<file path="config.mk">
export PLATFORM = sky130hd
export DESIGN_NAME = i2c_poll_collector
export DESIGN_NICKNAME = d
export VERILOG_FILES = /design/src/rtl/i2c_poll_collector_pkg.sv /design/src/rtl/i2c_poll_fifo.sv /design/src/rtl/i2c_poll_collector.sv
export SDC_FILE = /design/constraint.sdc
export NUM_CORES = 1
export LEC_CHECK = 0
export BUFFER_PORTS_ARGS = -buffer_cell sky130_fd_sc_hd__buf_2
export CAP_MARGIN = 10
export CORE_AREA = 2 2 115 117
export DETAILED_ROUTE_END_ITERATION = 7
export DIE_AREA = 0 0 117 119
export GPL_TIMING_DRIVEN = 0
export PLACE_DENSITY = 0.67
export SLEW_MARGIN = 20
export SYNTH_ARGS = -nofsm -noshare
export SYNTH_HDL_FRONTEND = slang
export SYNTH_SLANG_ARGS = --single-unit
</file>
<file path="constraint.sdc">
create_clock -name clk -period 7.7 [get_ports clk]
set_clock_uncertainty 0.15 [all_clocks]
set_input_delay 1.54 -clock clk [delete_from_list [all_inputs] [get_ports clk]]
set_output_delay 1.54 -clock clk [all_outputs]
set_load 0.01 [all_outputs]
</file>
<file path="src/rtl/i2c_poll_collector_pkg.sv">
// i2c_poll_collector_pkg
//   Shared definitions for the I2C poll collector: FSM state encodings,
//   default FIFO depth, sticky-flag bit positions and a pointer-width helper.
//   No ports.
package i2c_poll_collector_pkg;

    typedef enum logic [2:0] {
        ST_IDLE    = 3'd0,
        ST_START   = 3'd1,
        ST_WAIT_D1 = 3'd2,
        ST_WAIT_D2 = 3'd3,
        ST_HOLD    = 3'd4
    } state_t;

    localparam int FIFO_DEPTH_DEFAULT = 4;

    // Bit positions inside the sticky flag vector
    localparam int FLAG_W      = 4;
    localparam int FLG_TIMEOUT = 0;
    localparam int FLG_SEQ     = 1;
    localparam int FLG_D1_OVF  = 2;
    localparam int FLG_D2_OVF  = 3;

    function automatic int ptr_width(input int depth);
        return (depth > 1) ? $clog2(depth) : 1;
    endfunction

endpackage

</file>
<file path="src/rtl/i2c_poll_fifo.sv">
// i2c_poll_fifo
//   First-word-fall-through FIFO holding one poll domain's bytes.
//   DEPTH must be a power of two (>= 2) so the pointers wrap naturally.
// Ports:
//   clk, rst      : clock, synchronous active-high reset
//   push, wr_data : write request and byte
//   pop           : remove head (ignored when empty)
//   rd_data       : head byte, 8'h00 while empty
//   empty, full   : occupancy status
//   drop          : one-cycle pulse when a push was discarded (full, no pop)
module i2c_poll_fifo
    import i2c_poll_collector_pkg::*;
#(
    parameter int DEPTH = FIFO_DEPTH_DEFAULT,
    parameter int WIDTH = 8
) (
    input  logic             clk,
    input  logic             rst,
    input  logic             push,
    input  logic [WIDTH-1:0] wr_data,
    input  logic             pop,
    output logic [WIDTH-1:0] rd_data,
    output logic             empty,
    output logic             full,
    output logic             drop
);

    localparam int             AW       = ptr_width(DEPTH);
    localparam logic [AW:0]    FULL_CNT = (AW + 1)'(DEPTH);

    logic [AW-1:0]    wr_ptr_q, wr_ptr_d;
    logic [AW-1:0]    rd_ptr_q, rd_ptr_d;
    logic [AW:0]      count_q, count_d;
    logic [WIDTH-1:0] mem_q [DEPTH];
    logic [WIDTH-1:0] mem_d [DEPTH];
    logic             push_ok, pop_ok;

    assign empty   = (count_q == '0);
    assign full    = (count_q == FULL_CNT);
    assign rd_data = empty ? '0 : mem_q[rd_ptr_q];

    always_comb begin
        mem_d    = mem_q;
        wr_ptr_d = wr_ptr_q;
        rd_ptr_d = rd_ptr_q;
        count_d  = count_q;
        pop_ok   = pop && !empty;
        // A pop in the same cycle frees the slot, so a full FIFO still accepts.
        push_ok  = push && (!full || pop_ok);
        drop     = push && !push_ok;

        if (push_ok) begin
            mem_d[wr_ptr_q] = wr_data;
            wr_ptr_d        = wr_ptr_q + 1'b1;
        end
        if (pop_ok) begin
            rd_ptr_d = rd_ptr_q + 1'b1;
        end
        if (push_ok && !pop_ok) begin
            count_d = count_q + 1'b1;
        end else if (pop_ok && !push_ok) begin
            count_d = count_q - 1'b1;
        end
    end

    always_ff @(posedge clk) begin
        if (rst) begin
            wr_ptr_q <= '0;
            rd_ptr_q <= '0;
            count_q  <= '0;
        end else begin
            wr_ptr_q <= wr_ptr_d;
            rd_ptr_q <= rd_ptr_d;
            count_q  <= count_d;
        end
        // Storage needs no reset: rd_data is forced to zero while empty.
        mem_q <= mem_d;
    end

endmodule

</file>
<file path="src/rtl/i2c_poll_collector.sv">
// i2c_poll_collector
//   Periodically kicks an I2C world top, collects the two bytes it returns
//   (D1 then D2) into per-domain FIFOs and tracks protocol/timeout errors.
// Ports:
//   clk, rst              : clock, synchronous active-high reset
//   enable                : permits new poll rounds (never aborts one)
//   start_o               : one-cycle start pulse to the world top
//   rd_data_i, valid_i    : returned byte and its qualifier
//   done_i                : round complete (must coincide with the D2 byte)
//   d1_*/d2_*             : FIFO pop, head data, empty/full, sticky overflow
//   timeout_err, seq_err  : sticky error flags; err_clr clears all sticky flags
//   busy                  : high whenever the FSM is not IDLE
//   round_cnt             : completed rounds, wraps 255 -> 0
//
// state   | meaning
// --------+-------------------------------------------------------------
// IDLE    | waiting for enable
// START   | start_o pulse, timeout counter cleared
// WAIT_D1 | waiting for first byte (valid_i without done_i)
// WAIT_D2 | waiting for second byte together with done_i
// HOLD    | POLL_GAP cycle gap before returning to IDLE
module i2c_poll_collector
    import i2c_poll_collector_pkg::*;
#(
    parameter logic [15:0] POLL_GAP   = 16'd1000,
    parameter logic [21:0] TIMEOUT    = 22'd3000000,
    parameter int          FIFO_DEPTH = FIFO_DEPTH_DEFAULT
) (
    input  logic       clk,
    input  logic       rst,
    input  logic       enable,
    output logic       start_o,
    input  logic [7:0] rd_data_i,
    input  logic       valid_i,
    input  logic       done_i,
    input  logic       d1_rd_en,
    input  logic       d2_rd_en,
    output logic [7:0] d1_data,
    output logic [7:0] d2_data,
    output logic       d1_empty,
    output logic       d2_empty,
    output logic       d1_full,
    output logic       d2_full,
    output logic       d1_ovf,
    output logic       d2_ovf,
    output logic       timeout_err,
    output logic       seq_err,
    input  logic       err_clr,
    output logic       busy,
    output logic [7:0] round_cnt
);

    state_t              state_q, state_d;
    logic [21:0]         tmo_cnt_q, tmo_cnt_d;
    logic [15:0]         gap_cnt_q, gap_cnt_d;
    logic [7:0]          round_cnt_q, round_cnt_d;
    logic [FLAG_W-1:0]   flags_q, flags_d;
    logic                push_d1, push_d2;
    logic                seq_evt, tmo_evt;
    logic                d1_drop, d2_drop;

    always_comb begin
        state_d     = state_q;
        tmo_cnt_d   = tmo_cnt_q;
        gap_cnt_d   = gap_cnt_q;
        round_cnt_d = round_cnt_q;
        start_o     = 1'b0;
        push_d1     = 1'b0;
        push_d2     = 1'b0;
        seq_evt     = 1'b0;
        tmo_evt     = 1'b0;

        case (state_q)
            ST_IDLE: begin
                seq_evt = valid_i || done_i;
                if (enable) begin
                    state_d = ST_START;
                end
            end
            ST_START: begin
                start_o   = 1'b1;
                tmo_cnt_d = '0;
                seq_evt   = valid_i || done_i;
                state_d   = ST_WAIT_D1;
            end
            ST_WAIT_D1: begin
                tmo_cnt_d = tmo_cnt_q + 1'b1;
                if (done_i) begin
                    seq_evt = 1'b1;
                    state_d = ST_HOLD;
                end else if (valid_i) begin
                    push_d1 = 1'b1;
                    state_d = ST_WAIT_D2;
                end
            end
            ST_WAIT_D2: begin
                tmo_cnt_d = tmo_cnt_q + 1'b1;
                if (valid_i && done_i) begin
                    push_d2     = 1'b1;
                    round_cnt_d = round_cnt_q + 1'b1;
                    state_d     = ST_HOLD;
                end else if (valid_i || done_i) begin
                    seq_evt = 1'b1;
                    if (done_i) begin
                        state_d = ST_HOLD;
                    end
                end
            end
            ST_HOLD: begin
                seq_evt = valid_i || done_i;
                // Down-counter: HOLD lasts POLL_GAP cycles (at least one).
                if (gap_cnt_q <= 16'd1) begin
                    state_d = ST_IDLE;
                end else begin
                    gap_cnt_d = gap_cnt_q - 1'b1;
                end
            end
            default: state_d = ST_IDLE;
        endcase

        // Timeout only fires when the wait state saw no transition this cycle;
        // it trips in the TIMEOUT-th cycle after the start_o cycle.
        if ((state_q == ST_WAIT_D1 || state_q == ST_WAIT_D2) &&
            (state_d == state_q) && (tmo_cnt_d >= TIMEOUT)) begin
            tmo_evt = 1'b1;
            state_d = ST_HOLD;
        end

        if (state_d == ST_HOLD && state_q != ST_HOLD) begin
            gap_cnt_d = POLL_GAP;
        end
    end

    // Clear first, then OR in events so a same-cycle event wins over err_clr.
    always_comb begin
        flags_d = err_clr ? '0 : flags_q;
        if (tmo_evt) flags_d[FLG_TIMEOUT] = 1'b1;
        if (seq_evt) flags_d[FLG_SEQ]     = 1'b1;
        if (d1_drop) flags_d[FLG_D1_OVF]  = 1'b1;
        if (d2_drop) flags_d[FLG_D2_OVF]  = 1'b1;
    end

    always_ff @(posedge clk) begin
        if (rst) begin
            state_q     <= ST_IDLE;
            tmo_cnt_q   <= '0;
            gap_cnt_q   <= '0;
            round_cnt_q <= '0;
            flags_q     <= '0;
        end else begin
            state_q     <= state_d;
            tmo_cnt_q   <= tmo_cnt_d;
            gap_cnt_q   <= gap_cnt_d;
            round_cnt_q <= round_cnt_d;
            flags_q     <= flags_d;
        end
    end

    i2c_poll_fifo #(.DEPTH(FIFO_DEPTH), .WIDTH(8)) u_fifo_d1 (
        .clk     (clk),
        .rst     (rst),
        .push    (push_d1),
        .wr_data (rd_data_i),
        .pop     (d1_rd_en),
        .rd_data (d1_data),
        .empty   (d1_empty),
        .full    (d1_full),
        .drop    (d1_drop)
    );

    i2c_poll_fifo #(.DEPTH(FIFO_DEPTH), .WIDTH(8)) u_fifo_d2 (
        .clk     (clk),
        .rst     (rst),
        .push    (push_d2),
        .wr_data (rd_data_i),
        .pop     (d2_rd_en),
        .rd_data (d2_data),
        .empty   (d2_empty),
        .full    (d2_full),
        .drop    (d2_drop)
    );

    assign busy        = (state_q != ST_IDLE);
    assign round_cnt   = round_cnt_q;
    assign timeout_err = flags_q[FLG_TIMEOUT];
    assign seq_err     = flags_q[FLG_SEQ];
    assign d1_ovf      = flags_q[FLG_D1_OVF];
    assign d2_ovf      = flags_q[FLG_D2_OVF];

endmodule

</file>
==> results of run 1 <==
-- routing by layer --
layer | vias up | track usage
met5 | - | 0
met4 | 0 | 0.0853
met3 | 24 | 0.0524
met2 | 135 | 0.352
met1 | 2209 | 0.244
li1 | 2150 | -
-- cell type report --
class,instances,area (um2),share of cell area
Clock inverter,15,155,0.0215
Inverter,17,63.8,0.00885
Multi-Input combinational cell,372,2710,0.376
Buffer,28,124,0.0172
Sequential cell,131,3260,0.453
Timing Repair Buffer,49,245,0.0340
Tap cell,176,220,0.0305
Clock buffer,17,425,0.0590
-- cell usage after synthesis, types with 4 or more instances --
master	instances
dfxtp_1	67
edfxtp_1	64
nor2_1	57
nand2_1	49
and2_1	28
a21oi_1	19
clkbuf_1	18
ha_1	17
inv_1	17
xor2_1	17
mux4_2	16
xnor2_1	16
nor3_1	14
nand3_1	13
nand4_1	8
nor4_1	8
a31oi_1	7
o21ai_0	7
mux2i_1	6
or4_1	6
nor2b_1	5
or3_1	5
a211oi_1	4
a41oi_1	4
buf_1	4
-- power groups by stage --
stage | logic [mW] | clock network, mW | registers (mW)
6_report | 0.381 | 0.782 | 0.775
5_1_grt | 0.431 | 0.831 | 0.778
4_1_cts | 0.388 | 0.796 | 0.775
3_5_place_dp | 0.387 | 0 | 0.790
3_3_place_gp | 0.375 | 0 | 0.788
2_1_floorplan | 0.260 | 0 | 0.785
-- worst register-to-register path, cell delays in order, from the launching register on --
cell and delay (ps):
dfxtp_1 360, clkbuf_1 390, nor2b_1 360, clkbuf_1 400, nand3_1 210, nor2_1 450
ha_1 280, inv_1 60, fa_1 370, xor2_1 180, or3_1 310, a21oi_1 140
-- layout by cell type (no fill, tap or decap), types with 7 or more instances in the layout --
cell type,count
mux4_2,16
inv_1,17
nor4_1,8
a31oi_1,7
ha_1,17
a21oi_1,19
and2_1,28
buf_2,52
edfxtp_1,64
clkbuf_16,17
xor2_1,17
nand4_1,8
clkbuf_1,18
nor3_1,14
dfxtp_1,67
nand2_1,49
xnor2_1,16
o21ai_0,7
nor2_1,57
nand3_1,13
-- cell families (layout without fill, tap and decap cells) --
logic type / count (synthesis) / after routing / synth area share
DFF: 131 / 131 / 0.529
AOI/OAI and AO/OA: 77 / 77 / 0.0936
adders and majority gates: 19 / 19 / 0.0410
buffers and inverters: 45 / 126 / 0.0304
xor gates and xnor gates: 33 / 33 / 0.0469
and+or+nand+nor: 219 / 219 / 0.187
muxes: 24 / 24 / 0.0719
-- worst paths after layout --
| path | end | start | slack [ps] | cells after the start |
|---|---|---|---|---|
| setup reg to reg | u_fifo_d2.count_q[2]$_SDFFE_PP0P_ | state_q[1]$_SDFF_PP0_ | 3960 | 11 |
| hold reg to reg | flags_q[0]$_SDFFE_PP0P_ | flags_q[0]$_SDFFE_PP0P_ | 320 | 2 |
| hold / removal | flags_q[0]$_SDFFE_PP0P_ | flags_q[0]$_SDFFE_PP0P_ | 320 | 2 |
| setup / recovery | d1_data[6] | u_fifo_d1.rd_ptr_q[0]$_SDFFE_PP0P_ | 3790 | 4 |
-- through the flow --
stage                     utilization  setup slack (ps)  instances
after floorplan                     -              3970        548
after global placement          0.515              3520        773
after detailed placement        0.515              3520        773
after CTS                       0.560              3710        805
after global routing            0.560              3590        805
final                           0.560              3790        805
-- sequential cells by signal, indices dropped and copies added, names as in the netlist --
signal and count:
u_fifo_d1.mem_q 32, u_fifo_d2.mem_q 32, tmo_cnt_q 22, gap_cnt_q 16, round_cnt 8, flags_q 4, state_q 3, u_fifo_d1.count_q 3
u_fifo_d2.count_q 3, u_fifo_d1.rd_ptr_q 2, u_fifo_d1.wr_ptr_q 2, u_fifo_d2.rd_ptr_q 2, u_fifo_d2.wr_ptr_q 2
==> results.py, run 1 <==
metrics = {
    "sta": {
        "max_slew_margin": 0.471,
        "slew_violations": 0,
        "fin_crit_sh": 0.507,
        "max_freq_mhz": 256,
        "holdWs_ps": 315,
        "tightestPinTransition_ps": 794,
        "hold_violations": 0,
        "period_needed_ps": 3910,
        "rsz0062_at_grt": "no",
        "setup_viol": 0,
        "tns_ps": 0,
    },
    "synthesis": {
        "ys_seq_elements": 131,
        "netlist.area_leader.share": 0.312,
        "synthArstFlopShare": 0,
        "synth_top_area_cell": "edfxtp_1",
        "syn_area_per_cell_um2": 11.2,
        "yosys.cell_types.count": 68,
        "ys_seq_area_frac": 0.529,
        "syn-num-nets": 583,
        "yosysWarnings": 0,
        "synth_top_flop_cell": "dfxtp_1",
        "netlist_area_mm2": 0.00616,
        "synth_edf_count": 64,
        "synth_area_leaders": "edfxtp_1, dfxtp_1, mux4_2, nor2_1, ha_1",
        "syn_inst": 548,
    },
    "detailed_routing": {
        "first_pass_iters": 4,
        "via_count": 4518,
        "top_layer": "met4",
        "antenna_left": 0,
        "wl_met1_um": 5670,
        "routedWlPerCell_um": 16.9,
        "wl_met2_um": 6880,
        "drtIter0Drc": 331,
        "vias_per_cell": 5.61,
        "drc": 0,
        "wl_met3_um": 762,
        "wirelength_um": 13600,
    },
    "global_routing": {
        "grt_remaining_overflow": 0,
        "grt_pass1_wl_um": 21600,
        "grt_max_degree": 17,
        "grt_use_total": 0.206,
        "grt_pass1_vias": 4436,
        "antenna_found_initial": 0,
    },
    "setup_path": {
        "crit_path_cell_trace": "clkbuf_1 > mux4_2 > and2_1 > buf_2",
        "slowest_stage": "mux4_2",
        "cp_num_buf_inv": 2,
        "cp_slowest_stage_delay_ps": 600,
        "worstSetupStartpointType": "flip-flop",
        "cp_max_fo": 10,
        "path_delay_family": "buffers and inverters",
        "worstPathArrival_ps": 2220,
        "end_kind": "primary output",
        "worst-setup-path-type": "reg2out",
        "required_ps": 6010,
    },
    "power": {
        "switching_power_uw": 538,
        "pwr-share-seq": 0.400,
        "p_clk_frac": 0.403,
        "ir_drop_mv": 0.106,
        "p_leak_nw": 2.63,
        "power_mw": 1.94,
        "pwr_density_cell_mw_per_mm2": 269,
        "p_sw_frac": 0.277,
        "pwr-share-comb": 0.197,
        "p_int_mw": 1.40,
    },
    "run": {
        "drv_cap": 0,
    },
    "worst_hold_path": {
        "min_path_type": "reg2reg",
    },
    "clock_tree": {
        "clockBufferDepth": 2,
        "cts-resized-gates": 0,
        "insertion_delay_ps": 410,
        "clock_sinks": 131,
        "clockRootBuffer": "clkbuf_16",
        "h-tree-depth": 4,
        "path_clk_slew_ps": 60,
        "cts_tree": "done",
        "cts_buffers": 17,
        "cts_setup_buffers": 0,
        "ctsHoldBuffers": 0,
    },
    "layout": {
        "fill_cells": 1140,
        "area_growth_pct": 17.0,
        "antenna-diode-count": 0,
        "drive_above_1_share": 0.189,
        "final_area_mm2": 0.00721,
        "layout.nets": 651,
    },
    "die": {
        "die_h_um": 119,
        "dieArea_mm2": 0.0139,
        "coreArea_mm2": 0.0129,
        "fp.dieW_um": 117,
        "start_util": 0.479,
        "ios": 50,
        "num_rows": 42,
    },
    "placed_design": {
        "dp_hpwl_um": 9610,
        "io_buffers": 49,
        "place_area_mm2": 0.00663,
        "place_congestion": 0.922,
    },
    "outcome": {
        "status": "completed",
    },
}
Note: power is estimated with default switching activity, not from simulation.
==> run 2, diff against run 1 <==
PLACE_DENSITY = 0.7   (was 0.67)
clock period = 3.2 ns   (was 7.7 ns; I/O delays follow)
==> results.py, run 2 (synthesized netlist as in run 1, its figures left out) <==
metrics = {
    "detailed_routing": {
        "via_count": 4466,
        "antenna_left": 0,
        "drtIter0Drc": 323,
        "wl_met3_um": 670,
        "first_pass_iters": 4,
        "top_layer": "met4",
        "routedWlPerCell_um": 16.9,
        "wl_met2_um": 6740,
        "wl_met1_um": 5990,
        "wirelength_um": 13700,
        "drc": 0,
        "vias_per_cell": 5.53,
    },
    "sta": {
        "setup_ws_ps": 181,
        "setup_viol": 0,
        "tightestPinTransition_ps": 656,
        "hold_violations": 0,
        "period_needed_ps": 3020,
        "max_slew_margin": 0.562,
        "rsz0062_at_grt": "no",
        "slew_violations": 0,
        "max_freq_mhz": 331,
        "fin_crit_sh": 0.943,
    },
    "worst_hold_path": {
        "min_path_type": "reg2reg",
    },
    "die": {
        "dieArea_mm2": 0.0139,
        "fp.dieW_um": 117,
        "num_rows": 42,
        "die_h_um": 119,
        "coreArea_mm2": 0.0129,
        "start_util": 0.479,
        "ios": 50,
    },
    "setup_path": {
        "cp_max_fo": 10,
        "worstSetupEndpoint": "gap_cnt_q[13]$_SDFFE_PP0P_",
        "worstSetupStartpointType": "flip-flop",
        "required_ps": 3370,
        "crit_path_cell_trace": "ha_1 > clkbuf_2 > nand4_1 > nor4_1 > mux2_2 > nor4b_1 > nand4b_1 > o221ai_2 > buf_6 > nor2_1",
        "slowest_stage": "dfxtp_1",
        "timing.rr.end": "gap_cnt_q[13]$_SDFFE_PP0P_",
        "path_delay_family": "simple AND/OR/NAND/NOR gates",
        "worst-setup-path-type": "reg2reg",
        "r2r_cells": 10,
        "reg2reg_slack_ps": 180,
        "cp_num_buf_inv": 2,
        "worstPathArrival_ps": 3190,
        "cp_slowest_stage_delay_ps": 440,
        "end_kind": "flip-flop",
        "startpoint": "tmo_cnt_q[0]$_SDFF_PP0_",
        "rr_startpoint": "tmo_cnt_q[0]$_SDFF_PP0_",
        "path_depth": 10,
    },
    "layout": {
        "final_common_cell": "dfxtp_1",
        "top_regs": "u_fifo_d1.mem_q x32, u_fifo_d2.mem_q x32, tmo_cnt_q x22",
        "layout.nets": 653,
        "antenna-diode-count": 0,
        "drive_above_1_share": 0.208,
        "most-common-layout-cells": "dfxtp_1, edfxtp_1, nor2_1, buf_2, nand2_1",
        "area_growth_pct": 18.5,
        "stdcell_count": 807,
    },
    "global_routing": {
        "grt_remaining_overflow": 0,
        "antenna_found_initial": 0,
        "grt_pass1_vias": 4498,
        "grt_pass1_wl_um": 22300,
        "grt_use_total": 0.211,
        "grt_max_degree": 17,
    },
    "placed_design": {
        "dpl_worst_slack_ps": -471,
        "placed_cells": 773,
        "place_congestion": 0.912,
        "dp_hpwl_um": 9470,
        "io_buffers": 49,
    },
    "clock_tree": {
        "insertion_delay_ps": 420,
        "cts_buffers": 17,
        "clockRootBuffer": "clkbuf_16",
        "clock_sinks": 131,
        "path_clk_slew_ps": 50,
        "cts_tree": "done",
        "clockBufferDepth": 2,
        "h-tree-depth": 4,
    },
    "outcome": {
        "status": "completed",
    },
    "power": {
        "p_leak_nw": 2.69,
        "ir_drop_mv": 0.390,
        "power_mw": 4.84,
        "pwr_density_cell_mw_per_mm2": 662,
    },
    "run": {
        "drv_cap": 0,
    },
}
run 2: changes by cell type in the layout (fill, tap and decap cells not counted), moves of 2 or more:
cell        previous run  this run
clkinvlp_4             3         1
clkinv_1               3         0
bufinv_16              2         4
buf_4                  2         6
clkbuf_2               0         2
inv_6                  5         2
clkbuf_1              18        14
clkinv_2               0         4
run 2: metal layers:
layer,global-route usage,up-vias
met4,0.0904,0
li1,-,2153
met5,0,-
met1,0.265,2167
met2,0.344,125
met3,0.0529,21
run 2: worst min path at each step:
| stage | start | endpoint | slack, ps | cells after the start |
|---|---|---|---|---|
| after floorplan | tmo_cnt_q[5]$_SDFF_PP0_ | tmo_cnt_q[5]$_SDFF_PP0_ | 300 | 1 |
| after global placement | flags_q[0]$_SDFFE_PP0P_ | flags_q[0]$_SDFFE_PP0P_ | 310 | 2 |
| after detailed placement | flags_q[0]$_SDFFE_PP0P_ | flags_q[0]$_SDFFE_PP0P_ | 310 | 2 |
| after CTS | flags_q[0]$_SDFFE_PP0P_ | flags_q[0]$_SDFFE_PP0P_ | 320 | 2 |
| after global routing | rd_data_i[2] | u_fifo_d2.mem_q[10]$_DFFE_PP_ | 350 | 1 |
| final | flags_q[0]$_SDFFE_PP0P_ | flags_q[0]$_SDFFE_PP0P_ | 310 | 2 |
run 2: area by class of cell:
| cell class | count | area, um2 |
|---|---|---|
| fill | 1095 | 5570 |
| clock inverter | 13 | 183 |
| clock buffer | 19 | 443 |
| timing repair buffer | 53 | 275 |
| inverter | 17 | 63.8 |
| multi-input combinational | 372 | 2740 |
| sequential | 131 | 3260 |
| buffer | 26 | 120 |
| tap | 176 | 220 |
run 2: repair_timing:
item | CTS | global route
setup endpoints to repair | 3 | 22
hold buffers | 0 | 0
buffers inserted | 0 | 4
gates resized for setup | 6 | 4
pin swaps | 0 | 2
cloned | 0 | 0
run 2: where the power goes:
group          internal (mW)  total (mW)  switching, mW  leakage, nW
Clock                   1.32        2.05          0.725        0.307
Sequential              1.82        1.90         0.0883         1.12
Combinational          0.407       0.885          0.479         1.27
run 2: tightest hold or removal path, cell delays in order, from the launching register on:
cell and delay, ps:
dfxtp_1 310, nand2_1 50, a21oi_1 50
run 2: through the flow:
stage / util / hold slack [ps] / area (um2) / setup TNS, ps
floorplan: - / 299 / 6160 / 0
global placement: 0.515 / 311 / 6630 / -562
detailed placement: 0.515 / 310 / 6630 / -793
CTS: 0.565 / 318 / 7280 / 0
global route: 0.567 / 353 / 7310 / 0
finish: 0.567 / 314 / 7310 / 0
==> run 3, diff against run 2 <==
--- a/config.mk
+++ b/config.mk
@@ -12,2 +12,3 @@
 export DIE_AREA = 0 0 117 119
+export GPL_ROUTABILITY_DRIVEN = 0
 export GPL_TIMING_DRIVEN = 0
--- a/constraint.sdc
+++ b/constraint.sdc
@@ -4,2 +4,2 @@
 set_output_delay 0.64 -clock clk [all_outputs]
-set_load 0.01 [all_outputs]
+set_load 0.1 [all_outputs]
==> results.py, run 3 (synthesized netlist as in run 1, its figures left out) <==
metrics = {
    "clock_tree": {
        "clock_sinks": 131,
        "ctsHoldBuffers": 0,
        "clockBufferDepth": 2,
        "cts_buffers": 17,
        "clockRootBuffer": "clkbuf_16",
        "cts_tree": "done",
        "path_clk_slew_ps": 60,
        "insertion_delay_ps": 420,
        "h-tree-depth": 4,
    },
    "power": {
        "pwr_density_cell_mw_per_mm2": 792,
        "ir_drop_mv": 0.374,
        "p_leak_nw": 2.68,
    },
    "layout": {
        "antenna-diode-count": 0,
        "final_area_mm2": 0.00728,
        "top_regs": "u_fifo_d1.mem_q x32, u_fifo_d2.mem_q x32, tmo_cnt_q x22",
        "most-common-layout-cells": "dfxtp_1, edfxtp_1, nor2_1, buf_2, nand2_1",
        "layout.nets": 654,
        "area_growth_pct": 18.1,
        "final_util": 0.565,
        "final_common_cell": "dfxtp_1",
        "drive_above_1_share": 0.212,
    },
    "global_routing": {
        "grt_pass1_wl_um": 21900,
        "grt_pass1_vias": 4467,
        "grt_max_degree": 17,
        "grt_remaining_overflow": 0,
        "grt_use_total": 0.208,
        "antenna_found_initial": 0,
    },
    "die": {
        "dieArea_mm2": 0.0139,
        "ios": 50,
        "die_h_um": 119,
        "num_rows": 42,
        "fp.dieW_um": 117,
        "coreArea_mm2": 0.0129,
        "start_util": 0.479,
    },
    "placed_design": {
        "io_buffers": 49,
        "dpl_worst_slack_ps": -483,
        "place_area_mm2": 0.00664,
        "dp_hpwl_um": 9400,
    },
    "detailed_routing": {
        "drc": 0,
        "antenna_left": 0,
        "drtIter0Drc": 364,
        "via_count": 4475,
        "wirelength_um": 13200,
        "vias_per_cell": 5.54,
        "routedWlPerCell_um": 16.4,
        "first_pass_iters": 5,
    },
    "sta": {
        "slew_violations": 0,
        "tightestPinTransition_ps": 713,
        "setup_ws_ps": 147,
        "max_freq_mhz": 328,
        "tns_ps": 0,
        "setup_viol": 0,
        "max_slew_margin": 0.520,
        "hold_violations": 0,
        "rsz0062_at_grt": "no",
        "fin_crit_sh": 0.954,
        "period_needed_ps": 3050,
    },
    "setup_path": {
        "startpoint": "state_q[1]$_SDFF_PP0_",
        "end_kind": "flip-flop",
        "slowest_stage": "dfxtp_1",
        "worstPathArrival_ps": 3240,
        "rr_startpoint": "state_q[1]$_SDFF_PP0_",
        "required_ps": 3390,
        "cp_slowest_stage_delay_ps": 370,
        "worstSetupStartpointType": "flip-flop",
        "crit_path_cell_trace": "clkbuf_2 > nor2b_2 > clkbuf_4 > nand3_1 > nor2_4 > ha_1 > inv_1 > fa_1 > xor2_1 > or3_1 > a21oi_1",
        "worst-setup-path-type": "reg2reg",
        "cp_max_fo": 10,
    },
    "worst_hold_path": {
        "min_path_type": "reg2reg",
        "worstHoldStart": "flags_q[0]$_SDFFE_PP0P_",
    },
    "outcome": {
        "status": "completed",
    },
    "run": {
        "drv_cap": 0,
    },
}
[run 3: cell types whose count changed in the layout (fill, tap and decap cells not counted)]
cell	change
buf_2	-1
buf_4	+1
bufinv_16	-2
clkbuf_1	-1
clkbuf_4	+1
clkbuf_8	-1
clkinvlp_4	+2
inv_6	+1
inv_8	+1
nor3b_1	-2
nor3b_2	+2
nor4_1	+1
nor4_2	-1
[run 3: layout make-up]
| class | count | area (um2) |
|---|---|---|
| fillers | 1119 | 5600 |
| flip-flops and latches | 131 | 3260 |
| multi-input cells | 372 | 2740 |
| clock buffers | 17 | 425 |
| repair buffers | 54 | 283 |
| well taps | 176 | 220 |
| clock inverters | 15 | 158 |
| plain buffers | 26 | 123 |
| inverters | 17 | 63.8 |
[run 3: routing by layer]
layer | GRT usage | vias up | routed length, um
met5 | 0 | - | 0
met4 | 0.0713 | 0 | 180
met2 | 0.341 | 129 | 6620
li1 | - | 2151 | -
met1 | 0.259 | 2178 | 5630
met3 | 0.0611 | 17 | 806
[run 3: stage by stage]
step	instances	hold slack [ps]	power, mW
finish	808	304	5.77
global route	808	333	6.02
detailed placement	773	299	3.92
CTS	803	306	5.81
global placement	773	295	3.89
floorplan	548	299	3.61
[run 3: final timing paths]
kind	to	slack (ps)	depth (start not counted)
max	u_fifo_d2.count_q[2]$_SDFFE_PP0P_	150	11
min	flags_q[0]$_SDFFE_PP0P_	300	2
max reg2reg	u_fifo_d2.count_q[2]$_SDFFE_PP0P_	150	11
min reg2reg	flags_q[0]$_SDFFE_PP0P_	300	2
[run 3: critical path: cells and delay by family, from the launching register on]
kind | cells | cell delay, ps
xor+xnor | 1 | 180
flops | 1 | 370
simple gates | 4 | 970
fa+ha+maj | 2 | 590
buf+inv | 3 | 570
compound gates | 1 | 140
[run 3: repair_timing]
action	CTS	global route
pin swaps	0	2
endpoints found under the setup margin	13	20
buffers inserted	0	5
gates resized for setup	6	4
[run 3: where the power goes]
group / total (mW) / internal, mW / switching [mW] / leakage (nW)
clock: 1.89 / 1.15 / 0.739 / 0.282
sequential: 1.91 / 1.82 / 0.0904 / 1.12
combinational: 1.97 / 0.410 / 1.56 / 1.28
